[config.mk]
export PLATFORM = sky130hd
export DESIGN_NAME = lo_gen_multi
export DESIGN_NICKNAME = d
export VERILOG_FILES = /design/src/rtl/mixer_lo_pkg.sv /design/src/rtl/lo_chan.sv /design/src/rtl/lo_gen_multi.sv
export SDC_FILE = /design/constraint.sdc
export NUM_CORES = 1
export LEC_CHECK = 0
export CAP_MARGIN = 15
export CORE_ASPECT_RATIO = 1.5
export CORE_MARGIN = 2
export CORE_UTILIZATION = 45
export CTS_CLUSTER_SIZE = 8
export DETAILED_ROUTE_END_ITERATION = 10
export HOLD_SLACK_MARGIN = 0.12
export REMOVE_ABC_BUFFERS = 1
export SYNTH_ARGS = -nofsm -noshare
export SYNTH_HDL_FRONTEND = slang
export SYNTH_SLANG_ARGS = --single-unit
[constraint.sdc]
create_clock -name clk -period 8.7 [get_ports clk]
set_input_delay 1.74 -clock clk [delete_from_list [all_inputs] [get_ports clk]]
set_output_delay 1.74 -clock clk [all_outputs]
set_load 0.02 [all_outputs]
[src/rtl/mixer_lo_pkg.sv]
// Shared types for the multi-channel LO generator.
// Optional dead time per phase is enabled with LO_DEADTIME_EN.
package mixer_lo_pkg;

    localparam int MODE_W = 2;

    typedef enum logic [MODE_W-1:0] {
        LO_OFF  = 2'b00,
        LO_DIFF = 2'b01,
        LO_QUAD = 2'b10,
        LO_EXT  = 2'b11
    } lo_mode_e;

    typedef enum logic [1:0] {
        OFF = 2'd0,
        GAP = 2'd1,
        RUN = 2'd2
    } lo_state_e;

    function automatic logic [1:0] last_phase(lo_mode_e m);
        return (m == LO_QUAD) ? 2'd3 : 2'd1;
    endfunction

endpackage

[src/rtl/lo_chan.sv]
// One LO channel: config shadow, OFF/GAP/RUN FSM, phase counter, ext sync.
// LO_DEADTIME_EN blanks the first DEAD_CYC cycles of each internal phase.
module lo_chan
    import mixer_lo_pkg::*;
#(
    parameter int DIV_W    = 8,
    parameter int DEAD_CYC = 1
) (
    input  logic              clk,
    input  logic              rst,
    input  logic              wr_en,
    input  logic [MODE_W-1:0] wr_mode,
    input  logic [DIV_W-1:0]  wr_div,
    input  logic              sync_i,
    input  logic              ext_p,
    input  logic              ext_n,
    output logic              busy,
    output logic              lo_p,
    output logic              lo_n,
    output logic              lo_qp,
    output logic              lo_qn
);

`ifdef LO_DEADTIME_EN
    localparam int DEAD_EN = 1;
`else
    localparam int DEAD_EN = 0;
`endif
    localparam int DEAD_EFF = DEAD_EN * DEAD_CYC;

    lo_state_e        state_q, state_d;
    lo_mode_e         shm_q, shm_d, mode_q, mode_d;
    logic [DIV_W-1:0] shd_q, shd_d, div_q, div_d;
    logic [DIV_W-1:0] cnt_q, cnt_d;
    logic [1:0]       ph_q, ph_d;
    logic             busy_q, busy_d;
    logic             ep1_q, ep2_q, en1_q, en2_q;
    logic             p_q, n_q, qp_q, qn_q;
    logic             p_d, n_d, qp_d, qn_d;
    logic             wrap, bnd, live;

    always_comb begin
        state_d = state_q;
        busy_d  = busy_q;
        shm_d   = shm_q;
        shd_d   = shd_q;
        mode_d  = mode_q;
        div_d   = div_q;
        cnt_d   = cnt_q;
        ph_d    = ph_q;
        wrap    = (cnt_q == div_q);
        bnd     = (mode_q == LO_EXT) ||
                  (wrap && ph_q == last_phase(mode_q));
        unique case (state_q)
            OFF: if (busy_q) state_d = GAP;
            GAP: begin
                state_d = (mode_q != LO_OFF) ? RUN : OFF;
                cnt_d   = '0;
                ph_d    = '0;
            end
            RUN: begin
                // a pending config beats sync_i at the boundary
                if (busy_q && bnd) begin
                    state_d = GAP;
                end else if (sync_i && mode_q != LO_EXT) begin
                    cnt_d = '0;
                    ph_d  = '0;
                end else if (wrap) begin
                    cnt_d = '0;
                    ph_d  = (ph_q == last_phase(mode_q)) ? 2'd0 : ph_q + 2'd1;
                end else begin
                    cnt_d = cnt_q + 1'b1;
                end
            end
            default: state_d = OFF;
        endcase
        if (state_d == GAP && state_q != GAP) begin
            mode_d = shm_q;
            div_d  = shd_q;
            busy_d = 1'b0;
            cnt_d  = '0;
            ph_d   = '0;
        end
        if (wr_en) begin
            busy_d = 1'b1;
            shm_d  = lo_mode_e'(wr_mode);
            shd_d  = wr_div;
        end
    end

    // outputs are a registered decode of the next state
    always_comb begin
        p_d  = 1'b0;
        n_d  = 1'b0;
        qp_d = 1'b0;
        qn_d = 1'b0;
        live = (32'(cnt_d) >= 32'(DEAD_EFF));
        if (state_d == RUN) begin
            unique case (mode_d)
                LO_DIFF: begin
                    p_d = live && ph_d == 2'd0;
                    n_d = live && ph_d == 2'd1;
                end
                LO_QUAD: begin
                    p_d  = live && ph_d == 2'd0;
                    qp_d = live && ph_d == 2'd1;
                    n_d  = live && ph_d == 2'd2;
                    qn_d = live && ph_d == 2'd3;
                end
                LO_EXT: begin
                    p_d = ep2_q && !en2_q;
                    n_d = en2_q && !ep2_q;
                end
                default: begin
                end
            endcase
        end
    end

    always_ff @(posedge clk or posedge rst) begin
        if (rst) begin
            state_q <= OFF;
            busy_q  <= 1'b0;
            shm_q   <= LO_OFF;
            shd_q   <= '0;
            mode_q  <= LO_OFF;
            div_q   <= '0;
            cnt_q   <= '0;
            ph_q    <= '0;
            ep1_q   <= 1'b0;
            ep2_q   <= 1'b0;
            en1_q   <= 1'b0;
            en2_q   <= 1'b0;
            p_q     <= 1'b0;
            n_q     <= 1'b0;
            qp_q    <= 1'b0;
            qn_q    <= 1'b0;
        end else begin
            state_q <= state_d;
            busy_q  <= busy_d;
            shm_q   <= shm_d;
            shd_q   <= shd_d;
            mode_q  <= mode_d;
            div_q   <= div_d;
            cnt_q   <= cnt_d;
            ph_q    <= ph_d;
            ep1_q   <= ext_p;
            ep2_q   <= ep1_q;
            en1_q   <= ext_n;
            en2_q   <= en1_q;
            p_q     <= p_d;
            n_q     <= n_d;
            qp_q    <= qp_d;
            qn_q    <= qn_d;
        end
    end

    assign busy  = busy_q;
    assign lo_p  = p_q;
    assign lo_n  = n_q;
    assign lo_qp = qp_q;
    assign lo_qn = qn_q;

endmodule

[src/rtl/lo_gen_multi.sv]
// Multi-channel LO generator top: config routing, ready mux, sync fan-out.
// Dead time per phase is compiled in with LO_DEADTIME_EN.
module lo_gen_multi
    import mixer_lo_pkg::*;
#(
    parameter int N_CH     = 2,
    parameter int DIV_W    = 8,
    parameter int DEAD_CYC = 1,
    localparam int CH_W    = (N_CH > 1) ? $clog2(N_CH) : 1
) (
    input  logic              clk,
    input  logic              rst,
    input  logic              cfg_valid,
    output logic              cfg_ready,
    input  logic [CH_W-1:0]   cfg_ch,
    input  logic [MODE_W-1:0] cfg_mode,
    input  logic [DIV_W-1:0]  cfg_div,
    input  logic              sync_i,
    input  logic [N_CH-1:0]   ext_lo_p,
    input  logic [N_CH-1:0]   ext_lo_n,
    output logic [N_CH-1:0]   lo_p,
    output logic [N_CH-1:0]   lo_n,
    output logic [N_CH-1:0]   lo_qp,
    output logic [N_CH-1:0]   lo_qn,
    output logic [N_CH-1:0]   busy
);

    logic [N_CH-1:0] wr_en;

    // an out-of-range channel stays ready and its write is dropped
    always_comb begin
        cfg_ready = 1'b1;
        wr_en     = '0;
        for (int i = 0; i < N_CH; i++) begin
            if (cfg_ch == CH_W'(i)) begin
                cfg_ready = !busy[i];
                wr_en[i]  = cfg_valid && !busy[i];
            end
        end
    end

    for (genvar g = 0; g < N_CH; g++) begin : g_ch
        lo_chan #(
            .DIV_W   (DIV_W),
            .DEAD_CYC(DEAD_CYC)
        ) u_chan (
            .clk    (clk),
            .rst    (rst),
            .wr_en  (wr_en[g]),
            .wr_mode(cfg_mode),
            .wr_div (cfg_div),
            .sync_i (sync_i),
            .ext_p  (ext_lo_p[g]),
            .ext_n  (ext_lo_n[g]),
            .busy   (busy[g]),
            .lo_p   (lo_p[g]),
            .lo_n   (lo_n[g]),
            .lo_qp  (lo_qp[g]),
            .lo_qn  (lo_qn[g])
        );
    end

endmodule

Yosys cells after proc, flatten, opt, wreduce, memory -nomap -nowiden
Index checks and enable logic that the tools add are counted.
W data, S select, Z words.
{"block": "word_totals", "ff_bits": 82, "in_bits": 19, "out_inout_bits": 11, "wordCells": 163}
{"block": "op_classes", "addsub": 4, "eq_ne": 34, "mux": 57, "reduce_logical": 36}
{"operator": "$mux W8", "n": 8}
{"operator": "$mux W2", "n": 20}
{"operator": "$eq A2 B2 Y1 const B", "n": 16}
{"operator": "$pmux W8 S2", "n": 2}
{"operator": "$mux W1", "n": 19}
{"operator": "$add A8 B1 Y8 const B", "n": 2}
{"operator": "$eq A2 B1 Y1 const B", "n": 8}
{"operator": "$eq A8 B8 Y1", "n": 2}
{"operator": "$logic_and A1 B1 Y1", "n": 14}
{"operator": "$pmux W2 S3", "n": 2}
{"operator": "$logic_not A2 Y1", "n": 4}
{"operator": "$pmux W2 S2", "n": 2}
{"operator": "$reduce_bool A2 Y1", "n": 4}
{"operator": "$logic_not A1 Y1", "n": 6}
{"operator": "$ne A3 B3 Y1 const B", "n": 2}
{"operator": "$pmux W1 S3", "n": 2}
{"operator": "$reduce_bool A3 Y1", "n": 2}
{"operator": "$add A2 B1 Y2 const B", "n": 2}
{"operator": "$eq A2 B2 Y1", "n": 2}
{"operator": "$ne A2 B1 Y1 const B", "n": 2}
{"operator": "$ne A2 B2 Y1 const B", "n": 2}
{"operator": "$pmux W1 S2", "n": 2}
{"operator": "$reduce_and A2 Y1", "n": 2}
{"operator": "$reduce_or A2 Y1", "n": 2}
{"operator": "$logic_or A1 B1 Y1", "n": 2}

Logic depth before layout (Yosys ltp)
Gate-level depths: netlist of run 1.
{"block": "depth", "word_depth": 15, "mapped_depth": 14}

Cells and area by module
A second synthesis of run 1 with hierarchy kept.
{"block": "hier_totals", "hier_cells": 375, "area_unflattened_um2": 4342.9}
{"module": "lo_chan", "instances": 2, "cells_per_inst": 186, "area_per_inst_um2": 2158.3}
{"module": "lo_gen_multi", "instances": 1, "cells_per_inst": 3, "area_per_inst_um2": 26.3}

Worst setup path after synthesis of run 1
OpenSTA, ideal clock, no wires.
{"block": "synth_timing", "path_kind": "input to output", "startpoint": "input cfg_ch", "endpoint": "output cfg_ready", "arrival_ns": 2.145, "required_time_ns": 6.960, "slack_ns": 4.815, "cell_stages": 1, "n_path_buf": 0, "path_cell_list": "mux2i_1"}
{"block": "synth_via", "elab_chain_cells": 1}
{"item": "start, declared", "line_no": "lo_gen_multi.sv:15", "rtl": "input logic [CH_W-1:0] cfg_ch,"}
{"item": "$mux W1", "line_no": "lo_gen_multi.sv:35", "rtl": "if (cfg_ch == CH_W'(i)) begin"}
{"item": "end, declared", "line_no": "lo_gen_multi.sv:14", "rtl": "output logic cfg_ready,"}
No other way between the ends.

Worst setup path after layout of run 1
Ends and elaborated chain as after synthesis.

==> impl_results.md, run 1 <==
- Die height: 125 µm
- Initial antenna violation count: 0
- Clk buf depth: 2
- Vias per cell: 5.57
- Vias in the first global route: 3070
- Synth cell types: 65
- IO buf count: 29
- Fraction of registers with async set/reset: 100%
- Static leakage: 2.23 nW
- Drt wl/cell: 15.9 µm
- Post-synth EDFFs: 0
- Clock power frac: 22.0%
- Wirelength, routed: 8360 µm
- Largest net degree at the start of global routing: 83
- Root buffer cell: clkbuf_16
- # IOs: 30
- Worst setup path startpoint: cfg_ch
- Clock skew: 5.22 ps
- CP Launch Type: input pin
- Setup TNS: 0 ps
- Number of remaining DRC errors: 0
- Max VDD drop: 0.000195 V
- Combinational power share: 41.9%
- ANT nets after route: 0
- WP depth: 3
- Post-Syn Area: 4360 µm²
- TritonCTS clock tree: yes
- Status: finished clean
- Most frequent CP cell: clkdlybuf4s50_1
- CTS buffer count: 9
- Area Overhead vs Synth: 14.2%
- CP peak stage delay: 620 ps
- Final Hold Vio Count: 0
- Cts repair resizes: 0
- WHS: 346 ps
- Hold crit path type: flip-flop to flip-flop
- FF-to-FF End: g_ch[1].u_chan.lo_n
- Clock transition at the registers of the reported paths: 60 ps
- Critical path type: input pin to output port
- FF/Latch Area: 2050 µm²
- Setup bufs post-CTS: 0
- CP endpoint: cfg_ready
- Area taken by multi-input logic gates: 2100 µm²
- Skew-Pair Late Insertion Delay: 330 ps
- CP bufs+invs: 2
- H-Tree Depth: 3
- Max FO, Critical Path: 3
- Layout cell share with drive strength beyond 1: 20.6%
- DIE AREA: 10500 µm²
- Hold buffers post-CTS: 0
- Total core area: 9580 µm²
- Register area share after synthesis: 47.1%
- CP max-delay cell: clkdlybuf4s50_1
- First-pass GRT wire length: 14700 µm
- Slew headroom: 47.5%
- Reg power frac: 36.1%
- Final Max Slew Viols: 0
- Switching Share: 36.3%
- Die width: 84.4 µm
- Max Cap Viol: 0
- Crit. End Element: output port
- Most common cell after layout, fill and taps aside: dfrtp_1
- Synth Register Bits: 82
- Final setup viols: 0
- Fill count: 875
- Synthesis warning total: 0
- N_diodes: 0
- Worst reg2reg path depth: 12
- P_int: 0.00108 W
- Gr usage total: 17.3%
- Largest delay share family, worst path: buffers and inverters
- Initial DRT Pass Iterations: 4
- Critical Path RT: 6960 ps
- Ys flop type: dfrtp_1
- Synth Instances: 385
- RSZ-0062 raised after global routing: false
- Slew @ Worst Pin: 785 ps
- DR iter-0 viols: 92
- Arrival time at the worst endpoint: 3070 ps
- Worst r2r src: g_ch[1].u_chan.cnt_q[6]
- Commonest non-fill, non-tap cells in the layout: 82 x dfrtp_1, 29 x mux2_2, 29 x nor2_1, 29 x clkdlybuf4s50_1
- Critical-path cell list: clkdlybuf4s50_1 > mux2i_1 > clkdlybuf4s50_1
- Syn Area/Cell: 11.3 µm²
- Starting density of the core: 45.5%
- Dpl hpwl: 5930 µm
- Vias: 2934
- Cell row count: 44
- CTS Sinks: 82
- Final worst-path cycle share: 55.3%
- Power Density: 339 nW/µm²
- Total gr overflow: 0
- Min Tclk post-route: 4810 ps
- Final #Nets: 445
- R2R setup slack: 5150 ps
- Fmax: 208 MHz
- GPL Wtd Cong: 0.855
- Sw Pwr: 0.000613 W
[flip-flops by register name, indices dropped and copies added (netlist names), 4 cells and up]
name and cells:
g_ch.u_chan.cnt_q 16, g_ch.u_chan.div_q 16, g_ch.u_chan.mode_q 4, g_ch.u_chan.ph_q 4
g_ch.u_chan.shd_q 16, g_ch.u_chan.shm_q 4, g_ch.u_chan.state_q 4
[layer usage]
layer | routed length [µm] | up-vias | GRT usage, %
met3 | 205 | 14 | 3.31
met4 | 162 | 0 | 6.72
li1 | - | 1419 | -
met2 | 4410 | 44 | 30.2
met5 | 0 | - | 0
met1 | 3580 | 1457 | 20.9
[synthesized netlist by cell type (2+ instances only)]
cell type | count | share of area [%]
nor2_1 | 29 | 2.5
and3_2 | 3 | 0.52
o21a_1 | 2 | 0.34
o22ai_1 | 2 | 0.29
mux2i_1 | 5 | 1.1
nand3_1 | 7 | 0.80
o211ai_1 | 3 | 0.52
xnor2_1 | 17 | 3.4
or3_1 | 6 | 0.86
inv_1 | 15 | 1.3
dfrtp_1 | 82 | 47
mux2_4 | 11 | 3.8
or2_2 | 2 | 0.29
and2_1 | 2 | 0.29
a21o_1 | 3 | 0.52
ha_1 | 18 | 5.2
buf_2 | 3 | 0.34
nor2b_1 | 7 | 1.0
o21ai_1 | 3 | 0.34
nand4_2 | 2 | 0.57
mux2_2 | 29 | 7.5
nand2b_1 | 2 | 0.29
or3b_2 | 8 | 1.6
nand4_1 | 2 | 0.29
nor3b_1 | 2 | 0.34
o21ai_0 | 21 | 2.4
a311oi_1 | 3 | 0.60
a31o_2 | 2 | 0.40
buf_4 | 11 | 1.9
nor3_1 | 8 | 0.92
and3_1 | 6 | 0.86
clkbuf_1 | 3 | 0.26
a21oi_1 | 21 | 2.4
nand2_1 | 13 | 1.1
a21boi_0 | 2 | 0.34
[cells by family (layout without fill, tap and decap cells)]
group | after synthesis | after routing | share of synthesized area, %
muxes | 45 | 45 | 12.4
AOI/OAI and AO/OA | 79 | 79 | 12.5
adders and majority gates | 18 | 18 | 5.17
xor gates and xnor gates | 18 | 18 | 3.62
DFF | 82 | 82 | 47.1
buffers and inverters | 35 | 62 | 4.62
and+or+nand+nor | 108 | 108 | 14.5
[stage by stage]
stage / total power, W / utilization (%) / setup WS (ps) / std cells / instance area, µm²
after detailed placement: 0.00132 / 48.7 / 3890 / 511 / 4660
after global placement: 0.00131 / 48.7 / 3900 / 511 / 4660
after CTS: 0.00171 / 51.7 / 3880 / 526 / 4950
after floorplan: 0.00114 / - / 4810 / 365 / 4210
final: 0.00169 / 52.0 / 3890 / 527 / 4980
after global routing: 0.00182 / 52.0 / 3830 / 527 / 4980
[cell type report]
type	count	share of cell area [%]
multi-input cells	268	42.3
inverters	15	1.16
flip-flops and latches	82	41.2
clock inverters	3	0.804
well taps	115	2.89
clock buffers	12	4.95
repair buffers	32	6.69
[worst min-delay path by stage]
stage / end / startpoint / cells after the start / slack, ps
6_report: g_ch[0].u_chan.ep2_q / g_ch[0].u_chan.ep1_q / 0 / 350
5_1_grt: g_ch[0].u_chan.ep2_q / g_ch[0].u_chan.ep1_q / 0 / 360
3_3_place_gp: g_ch[1].u_chan.en2_q / g_ch[1].u_chan.en1_q / 0 / 330
2_1_floorplan: g_ch[0].u_chan.en2_q / g_ch[0].u_chan.en1_q / 0 / 330
3_5_place_dp: g_ch[0].u_chan.ep2_q / g_ch[0].u_chan.ep1_q / 0 / 330
4_1_cts: g_ch[0].u_chan.ep2_q / g_ch[0].u_chan.ep1_q / 0 / 350
[power by group through the flow]
| stage | Sequential [W] | Clock (W) | Combinational [W] |
|---|---|---|---|
| CTS | 0.000612 | 0.000380 | 0.000714 |
| global placement | 0.000614 | 0 | 0.000694 |
| finish | 0.000610 | 0.000372 | 0.000706 |
| global route | 0.000631 | 0.000397 | 0.000790 |
| detailed placement | 0.000617 | 0 | 0.000705 |
| floorplan | 0.000595 | 0 | 0.000549 |
No activity file was read; power rests on OpenSTA's default activity.
==> inputs of run 2 (changes only) <==
- clock period: 8.7 -> 4.95 ns (I/O delays scaled with it)
==> impl_results.md, run 2 (same netlist as run 1, synthesis figures left out) <==
- Sw Pwr: 0.00110 W (+79%)
- Final Max Slew Viols: 0 (unchanged)
- CP peak stage delay: 610 ps (about the same)
- TritonCTS clock tree: yes
- Largest delay share family, worst path: simple AND/OR/NAND/NOR gates
- ANT nets after route: 0 (unchanged)
- CP bufs+invs: 0 (-2)
- # IOs: 30 (unchanged)
- Clk buf depth: 2 (unchanged)
- Final worst-path cycle share: 70.1%
- Setup TNS: 0 ps (unchanged)
- Vias: 2950 (+0.55%)
- Critical path type: flip-flop to flip-flop
- Number of remaining DRC errors: 0 (unchanged)
- H-Tree Depth: 3 (unchanged)
- Most frequent CP cell: a21o_1
- Pre-CTS setup slack: 1490 ps (-2400 ps)
- Vias in the first global route: 3154 (+2.7%)
- Vias per cell: 5.59 (+0.35%)
- Combinational power share: 41.0% (-0.9 points)
- Fmax: 288 MHz
- Final Hold Vio Count: 0 (unchanged)
- Largest net degree at the start of global routing: 39 (-53%)
- CTS buffer count: 9 (unchanged)
- Max Cap Viol: 0 (unchanged)
- Final #Nets: 446 (+0.22%)
- Layout cell share with drive strength beyond 1: 21.3% (+0.68 points)
- Skew-Pair Late Insertion Delay: 340 ps (about the same)
- Critical-path cell list: xnor2_1 > nand4_2 > o41ai_4 > nand2_1 > a21o_1 > or3_1 > mux2i_1 > ha_1 > nor3_1 > o2111a_1 > a21o_1
- Dpl hpwl: 6270 µm (+5.8%)
- Die width: 84.4 µm (unchanged)
- Top Registers: g_ch.u_chan.cnt_q: 16 flops, g_ch.u_chan.div_q: 16 flops, g_ch.u_chan.shd_q: 16 flops
- Drt wl/cell: 16.3 µm (+2.8%)
- Total core area: 9580 µm² (unchanged)
- Power Density: 613 nW/µm² (+81%)
- Switching Share: 35.9% (-0.44 points)
- Fill count: 872 (-0.34%)
- Root buffer cell: clkbuf_16
- Die height: 125 µm (unchanged)
- Cts repair resizes: 0 (unchanged)
- Worst setup margin: 1480 ps (-2410 ps)
- RSZ-0062 raised after global routing: false
- Wirelength, routed: 8610 µm (+3.0%)
- Final setup viols: 0 (unchanged)
- Slew headroom: 50.8% (+3.3 points)
- Cell row count: 44 (unchanged)
- Commonest non-fill, non-tap cells in the layout: 82 x dfrtp_1, 29 x mux2_2, 29 x nor2_1, 29 x clkdlybuf4s50_1
- Hold crit path type: flip-flop to flip-flop
- First-pass GRT wire length: 14700 µm (+0.38%)
- N_diodes: 0 (unchanged)
- CTS Sinks: 82 (unchanged)
- IO buf count: 29 (unchanged)
- Status: finished clean
- Clock power frac: 23.9% (+1.9 points)
- Gr usage total: 17.3% (-0.022 points)
- Max FO, Critical Path: 13 (+10)
- Initial antenna violation count: 0 (unchanged)
- Min Tclk post-route: 3470 ps
- DR iter-0 viols: 91 (-1.1%)
- CP Launch Type: flip-flop
- Initial DRT Pass Iterations: 4 (unchanged)
- Static leakage: 2.24 nW (+0.76%)
- Arrival time at the worst endpoint: 3750 ps (+680 ps)
- Starting density of the core: 45.5% (unchanged)
- Setup bufs post-CTS: 0 (unchanged)
- Critical Path RT: 5230 ps (-1730 ps)
- Slew @ Worst Pin: 733 ps (-51.3 ps)
- CP max-delay cell: or3_1
- Hold buffers post-CTS: 0 (unchanged)
- P_int: 0.00197 W (+83%)
- Crit. End Element: flip-flop
- Total gr overflow: 0 (unchanged)
- GPL Wtd Cong: 0.852 (-0.41%)
- Clock skew: 7.80 ps (+2.58 ps)
- DIE AREA: 10500 µm² (unchanged)
- Clock transition at the registers of the reported paths: 60 ps (about the same)
- Area Overhead vs Synth: 14.8%
- Most common cell after layout, fill and taps aside: dfrtp_1
- Max VDD drop: 0.000344 V (+76%)
- Reg power frac: 35.1% (-1.0 points)
[run 2: cell count changes in the layout (fill, tap and decap cells not counted)]
cell,change
bufinv_16,+1
buf_16,-1
clkbuf_8,+1
buf_4,+2
inv_6,+1
clkinv_2,-1
clkbuf_1,-2
[run 2: worst paths after layout]
path	from	endpoint	cells past startpoint	slack (ps)
max in group asynchronous	rst	g_ch[0].u_chan.cnt_q[6]	3	3190
worst min register to register	g_ch[0].u_chan.en1_q	g_ch[0].u_chan.en2_q	0	340
worst min-delay path	g_ch[0].u_chan.en1_q	g_ch[0].u_chan.en2_q	0	340
min in group asynchronous	rst	g_ch[0].u_chan.shm_q[1]	2	950
worst max-delay path	g_ch[0].u_chan.cnt_q[2]	g_ch[0].u_chan.lo_n	11	1480
worst max register to register	g_ch[0].u_chan.cnt_q[2]	g_ch[0].u_chan.lo_n	11	1480
[run 2: area by class of cell]
class	count	area, µm²	area share (%)
Timing Repair Buffer	33	320	6.40
Sequential cell	82	2050	41.0
Clock buffer	11	253	5.05
Clock inverter	4	73.8	1.48
Inverter	15	57.6	1.15
Multi-Input combinational cell	268	2100	42.1
Tap cell	115	144	2.88
[run 2: per-layer routing]
layer | vias to the layer above | global-route usage [%] | wire (µm)
li1 | 1420 | - | -
met1 | 1449 | 20.5 | 3640
met2 | 64 | 29.8 | 4490
met3 | 17 | 3.38 | 276
met4 | 0 | 8.12 | 209
met5 | - | 0 | 0
[run 2: metrics by stage]
stage / instance area (µm²) / hold WS [ps] / total power [W] / util (%) / instances
after floorplan: 4210 / 331 / 0.00201 / - / 365
after global placement: 4680 / 333 / 0.00232 / 48.8 / 513
after detailed placement: 4680 / 335 / 0.00234 / 48.8 / 513
after CTS: 5000 / 346 / 0.00309 / 52.2 / 528
after global routing: 5000 / 367 / 0.00327 / 52.2 / 528
final: 5000 / 340 / 0.00307 / 52.2 / 528
[run 2: power by group through the flow]
stage | combinational [W] | clock [W] | sequential (W)
final | 0.00126 | 0.000733 | 0.00108
after global routing | 0.00138 | 0.000777 | 0.00111
after CTS | 0.00127 | 0.000747 | 0.00108
after detailed placement | 0.00126 | 0 | 0.00109
after global placement | 0.00124 | 0 | 0.00108
after floorplan | 0.000965 | 0 | 0.00105
==> inputs of run 3 (changes only) <==
- PLACE_DENSITY: not set -> 0.66
- clock period: 4.95 -> 2.8 ns (I/O delays scaled with it)
==> impl_results.md, run 3 (same netlist as run 1, synthesis figures left out) <==
- Static leakage: 2.59 nW (+16%)
- Critical path type: flip-flop to flip-flop
- Util after Layout: 59.3% (+7.1 points)
- Min Tclk post-route: 2840 ps (-625 ps)
- Total gr overflow: 0 (unchanged)
- DR iter-0 viols: 141 (+55%)
- Commonest non-fill, non-tap cells in the layout: 82 x dfrtp_1, 65 x buf_4, 29 x clkdlybuf4s50_1
- Slew @ Worst Pin: 606 ps (-127 ps)
- Hold buffers post-CTS: 0 (unchanged)
- FF/Latch Area: 2050 µm² (unchanged)
- Slew headroom: 59.4% (+8.5 points)
- Vias in the first global route: 3362 (+6.6%)
- Fmax: 352 MHz (+22%)
- Starting density of the core: 45.5% (unchanged)
- Switching Share: 37.1% (+1.2 points)
- Vias per cell: 5.49 (-1.8%)
- Failing checks: setup timing
- Final Max Slew Viols: 0 (unchanged)
- CP bufs+invs: 0 (unchanged)
- Clock power frac: 17.9% (-6.0 points)
- Max VDD drop: 0.000511 V (+49%)
- Cell row count: 44 (unchanged)
- Status: complete, but fails checks
- Final worst-path cycle share: 102% (+31 points)
- First-pass GRT wire length: 15700 µm (+6.6%)
- CP Launch Type: flip-flop
- Area taken by multi-input logic gates: 2330 µm² (+11%)
- Die width: 84.4 µm (unchanged)
- GPL Wtd Cong: 0.888 (+4.2%)
- Top Registers: g_ch.u_chan.cnt_q: 16 flops, g_ch.u_chan.div_q: 16 flops, g_ch.u_chan.shd_q: 16 flops
- Initial DRT Pass Iterations: 8 (+4)
- CTS Sinks: 82 (unchanged)
- Arrival time at the worst endpoint: 3070 ps (-680 ps)
- Initial antenna violation count: 0 (unchanged)
- Number of remaining DRC errors: 0 (unchanged)
- CTS buffer count: 9 (unchanged)
- Critical-path cell list: xnor2_1 > nand4_2 > o41ai_4 > nand2_1 > a21o_1 > or3_4 > mux2_4 > ha_4 > o21ai_2 > nor2_1 > o2111a_1 > a21o_1
- Power Density: 1080 nW/µm² (+77%)
- Wirelength, routed: 9530 µm (+11%)
- Final setup viols: 4 (+4)
- Reg power frac: 30.8% (-4.3 points)
- WP depth: 12 (+1)
- Hold crit path type: flip-flop to flip-flop
- Die height: 125 µm (unchanged)
- Total core area: 9580 µm² (unchanged)
- IO buf count: 29 (unchanged)
- Final #Nets: 510 (+14%)
- Max FO, Critical Path: 5 (-8)
- Most frequent CP cell: a21o_1
- Drt wl/cell: 16.1 µm (-1.5%)
- Dpl hpwl: 6720 µm (+7.2%)
- Max Cap Viol: 0 (unchanged)
- Fill count: 836 (-4.1%)
- Most common cell after layout, fill and taps aside: dfrtp_1
- Final Hold Vio Count: 0 (unchanged)
- Critical Path RT: 3030 ps (-2200 ps)
- Root buffer cell: clkbuf_16
- CP max-delay cell: dfrtp_1
- Largest delay share family, worst path: compound AO/OA/AOI/OAI gates
- Clock skew: 5.64 ps (-2.16 ps)
- Area Overhead vs Synth: 30.3%
- Combinational power share: 51.3% (+10 points)
- Layout cell share with drive strength beyond 1: 38.3% (+17 points)
- Worst setup margin: -43.9 ps (-1520 ps)
- P_int: 0.00388 W (+97%)
- Gr usage total: 18.6% (+1.3 points)
- Sw Pwr: 0.00228 W (+110%)
- Total power: 0.00616 W (+100%)
- N_diodes: 0 (unchanged)
- WHS: 350 ps (+9.87 ps)
- Largest net degree at the start of global routing: 52 (+33%)
- Setup TNS: -100 ps (-100 ps)
- Skew-Pair Late Insertion Delay: 340 ps (about the same)
- Clock transition at the registers of the reported paths: 60 ps (about the same)
- # IOs: 30 (unchanged)
- RSZ-0062 raised after global routing: true
- Crit. End Element: flip-flop
- Hold Crit Depth: 0 (unchanged)
- ANT nets after route: 0 (unchanged)
- Clk buf depth: 2 (unchanged)
- CP peak stage delay: 390 ps (-220 ps)
- Worst reg2reg path depth: 12 (+1)
- Vias: 3254 (+10%)
- DIE AREA: 10500 µm² (unchanged)
- H-Tree Depth: 3 (unchanged)
- TritonCTS clock tree: yes
[run 3: timing repair]
action | in CTS | in global routing
buffers inserted | 9 | 5
resized for setup | 25 | 21
setup endpoints to repair | 6 | 11
pin swaps | 19 | 12
[run 3: metrics by stage]
stage / setup WS [ps] / std cells / cell area, µm²
after CTS: -25.9 / 588 / 5530
after detailed placement: -236 / 563 / 5070
after global placement: -165 / 563 / 5070
after global routing: -167 / 593 / 5680
after floorplan: -296 / 365 / 4210
final: -43.9 / 593 / 5680
[run 3: worst register-to-register path, stage by stage (launching register included)]
cell	delay [ps]
dfrtp_1	390
xnor2_1	200
nand4_2	180
o41ai_4	390
nand2_1	100
a21o_1	210
or3_4	390
mux2_4	360
ha_4	170
o21ai_2	40
nor2_1	50
o2111a_1	120
a21o_1	150
[run 3: power groups by stage]
stage | registers [W] | clock network (W) | logic [W]
after global placement | 0.00186 | 0 | 0.00257
after CTS | 0.00188 | 0.00113 | 0.00295
after detailed placement | 0.00187 | 0 | 0.00262
final | 0.00189 | 0.00110 | 0.00316
after floorplan | 0.00185 | 0 | 0.00171
after global routing | 0.00195 | 0.00119 | 0.00340
[run 3: final timing paths]
kind,from,slack [ps],end
worst max-delay path,g_ch[0].u_chan.cnt_q[6],-40,g_ch[0].u_chan.lo_n
worst min-delay path,g_ch[1].u_chan.en1_q,350,g_ch[1].u_chan.en2_q
worst max register to register,g_ch[0].u_chan.cnt_q[6],-40,g_ch[0].u_chan.lo_n
worst min register to register,g_ch[1].u_chan.en1_q,350,g_ch[1].u_chan.en2_q
max in group asynchronous,rst,1680,g_ch[0].u_chan.div_q[3]
min in group asynchronous,rst,520,g_ch[1].u_chan.lo_p
[run 3: final cells by class]
type / count / share of cell area [%]
clock buffers: 9 / 3.96
well taps: 115 / 2.53
repair buffers: 97 / 14.4
flip-flops and latches: 82 / 36.1
clock inverters: 7 / 0.925
inverters: 15 / 1.01
multi-input cells: 268 / 41.0
[run 3: per-layer routing]
layer / vias up / global-route usage [%] / share of wire, %
met2: 61 / 32.5 / 53
li1: 1546 / - / -
met3: 24 / 3.31 / 2.9
met1: 1623 / 21.7 / 41
met4: 0 / 9.15 / 3.1
met5: - / 0 / 0
==> edit: new RTL, config.mk and constraints of run 1 <==
Make the reset (`rst`) synchronous in one clocked block.
--- a/src/rtl/lo_chan.sv
+++ b/src/rtl/lo_chan.sv
@@ -118,5 +118,5 @@
     end
 
-    always_ff @(posedge clk or posedge rst) begin
+    always_ff @(posedge clk) begin
         if (rst) begin
             state_q <= OFF;
Behaviour: differs if rst is asserted again (counterexample within 4 cycles, from zero or initial values and one cycle with rst high); with rst held inactive, the same outputs for 4 cycles.
==> edit against run 1 <==
Synthesized area decreased by 5.0%. Worst setup slack got worse by 0.030 ns. Sequential cell count is the same. Non-clock buffer count is the same. Cell area is 5.7% lower. Routed wire length is 0.25% higher. Fmax shrank 0.62%. Critical path type unchanged. Via count grew 10%.
Power is not compared: it rests on default switching activity, and its combinational part moved more than twofold at a synthesized area within 25%.
==> edit: results (changes against run 1) <==
| Metric | Value |
|---|---|
| Run status | complete, no violations (unchanged) |
| GP Congestion | 0.799 (was 0.855) |
| Final worst path period share | 0.557 (was 0.553) |
| Worst r2r src | g_ch[1].u_chan.state_q[0]$_SDFF_PP0_ (was g_ch[1].u_chan.cnt_q[6]$_DFFE_PP0P_) |
| Initial DRC count | 181 (was 92) |
| Slew Limit Headroom | 0.268 (was 0.475) |
| Post-synth top cells | dfxtp_1, nor2_1, nand2_1 (was dfrtp_1, mux2_2, nor2_1) |
| Inst Count DP | 581 (was 511) |
| Sequential share of the synthesized area | 0.396 (was 0.471) |
| Mux cell area share after synthesis | 0.0773 (was 0.124) |
| Vias in the first global route | 3052 (was 3070) |
| DP Worst Slack | 3.85 ns (was 3.89 ns) |
| Via count | 3229 (was 2934) |
| R2R Setup Slk | 5.67 ns (was 5.15 ns) |
| Main synth FF type | dfxtp_1 (was dfrtp_1) |
| Hold WS | 0.435 ns (was 0.346 ns) |
| Logic power comb | 95.2 uW |
| WL final | 8.38 mm (was 8.36 mm) |
| RR Endpoint | g_ch[1].u_chan.lo_p$_SDFF_PP0_ (was g_ch[1].u_chan.lo_n$_DFF_PP0_) |
| Number of antenna repair diodes | 0 (unchanged) |
| Reg2reg path depth | 8 (was 12) |
| Hold Path Class | register to register (unchanged) |
| Largest net degree at the start of global routing | 62 (was 83) |
| Compound-Gate Fraction of Synth Area | 0.152 (was 0.125) |
| Area post-placement | 4420 um^2 (was 4660 um^2) |
| DR top layer | met4 (unchanged) |
| Area contributors post-synth | dfxtp_1, mux2i_1, nor2_1 (was dfrtp_1, mux2_2, ha_1) |
| Met3 routed WL | 180 um (was 205 um) |
| Met2 routed WL | 4.48 mm (was 4.41 mm) |
| Routed len/inst | 14.0 um (was 15.9 um) |
| Mean Syn Cell Area | 8.79 um^2 (was 11.3 um^2) |
| Yosys cell types | 62 (was 65) |
| Dpl hpwl | 6.04 mm (was 5.93 mm) |
| Clock skew | 0.00533 ns (was 0.00522 ns) |
| Sw frac | 0.253 |
| Max FO, Critical Path | 4 (was 3) |
| Total GRT Usage | 0.179 (was 0.173) |
| WP data arrival | 3.10 ns (was 3.07 ns) |
| Share of layout cells above drive strength 1 | 0.0738 (was 0.206) |
| Xor and xnor fraction of the mapped netlist area | 0.0360 (was 0.0362) |
| H-tree Lvls | 3 (unchanged) |
| Setup repair bufs after CTS | 0 (unchanged) |
| Synthesized-area fraction occupied by adder cells | 0.0302 (was 0.0517) |
| First-pass GRT wire length | 13.8 mm (was 14.7 mm) |
| FFs w/ async S/R, synth | 0 (was 1.00) |
| Nets | 512 (was 445) |
| Met1 Routed Length | 3.52 mm (was 3.58 mm) |
[edit: cell count changes after synthesis, moves of 7 or more]
cell,delta
a21oi_1,+7
clkbuf_1,+13
dfrtp_1,-82
dfxtp_1,+82
ha_1,-8
mux2_2,-29
mux2_4,-11
mux2i_1,+27
nand2_1,+23
nand2b_1,+24
nor2_1,+17
or3b_2,-8
[edit: area by class of cell]
type	count	area (um^2)
Clock inverter	5	31.3
Clock buffer	11	233
Fill cell	845	4190
Inverter	17	63.8
Tap cell	110	138
Multi-Input combinational cell	341	2280
Timing Repair Buffer	32	308
Sequential cell	82	1640
[edit: worst max-delay path, delay by kind of cell]
kind | cells | cell delay (ns)
buf+inv | 2 | 1.16
mux | 1 | 0.20
[edit: worst min-delay path by stage]
stage	startpoint	depth (start not counted)	end
global route	g_ch[0].u_chan.en1_q$_SDFF_PP0_	1	g_ch[0].u_chan.en2_q$_SDFF_PP0_
global placement	g_ch[1].u_chan.en1_q$_SDFF_PP0_	1	g_ch[1].u_chan.en2_q$_SDFF_PP0_
detailed placement	g_ch[1].u_chan.en1_q$_SDFF_PP0_	1	g_ch[1].u_chan.en2_q$_SDFF_PP0_
floorplan	g_ch[0].u_chan.en1_q$_SDFF_PP0_	1	g_ch[0].u_chan.en2_q$_SDFF_PP0_
finish	g_ch[1].u_chan.en1_q$_SDFF_PP0_	1	g_ch[1].u_chan.en2_q$_SDFF_PP0_
CTS	g_ch[1].u_chan.en1_q$_SDFF_PP0_	1	g_ch[1].u_chan.en2_q$_SDFF_PP0_
[edit: metal layers]
metal | global-route usage | up-vias
met5 | 0 | -
met4 | 0.0833 | 0
met3 | 0.0313 | 15
met2 | 0.325 | 31
met1 | 0.193 | 1517
li1 | - | 1666
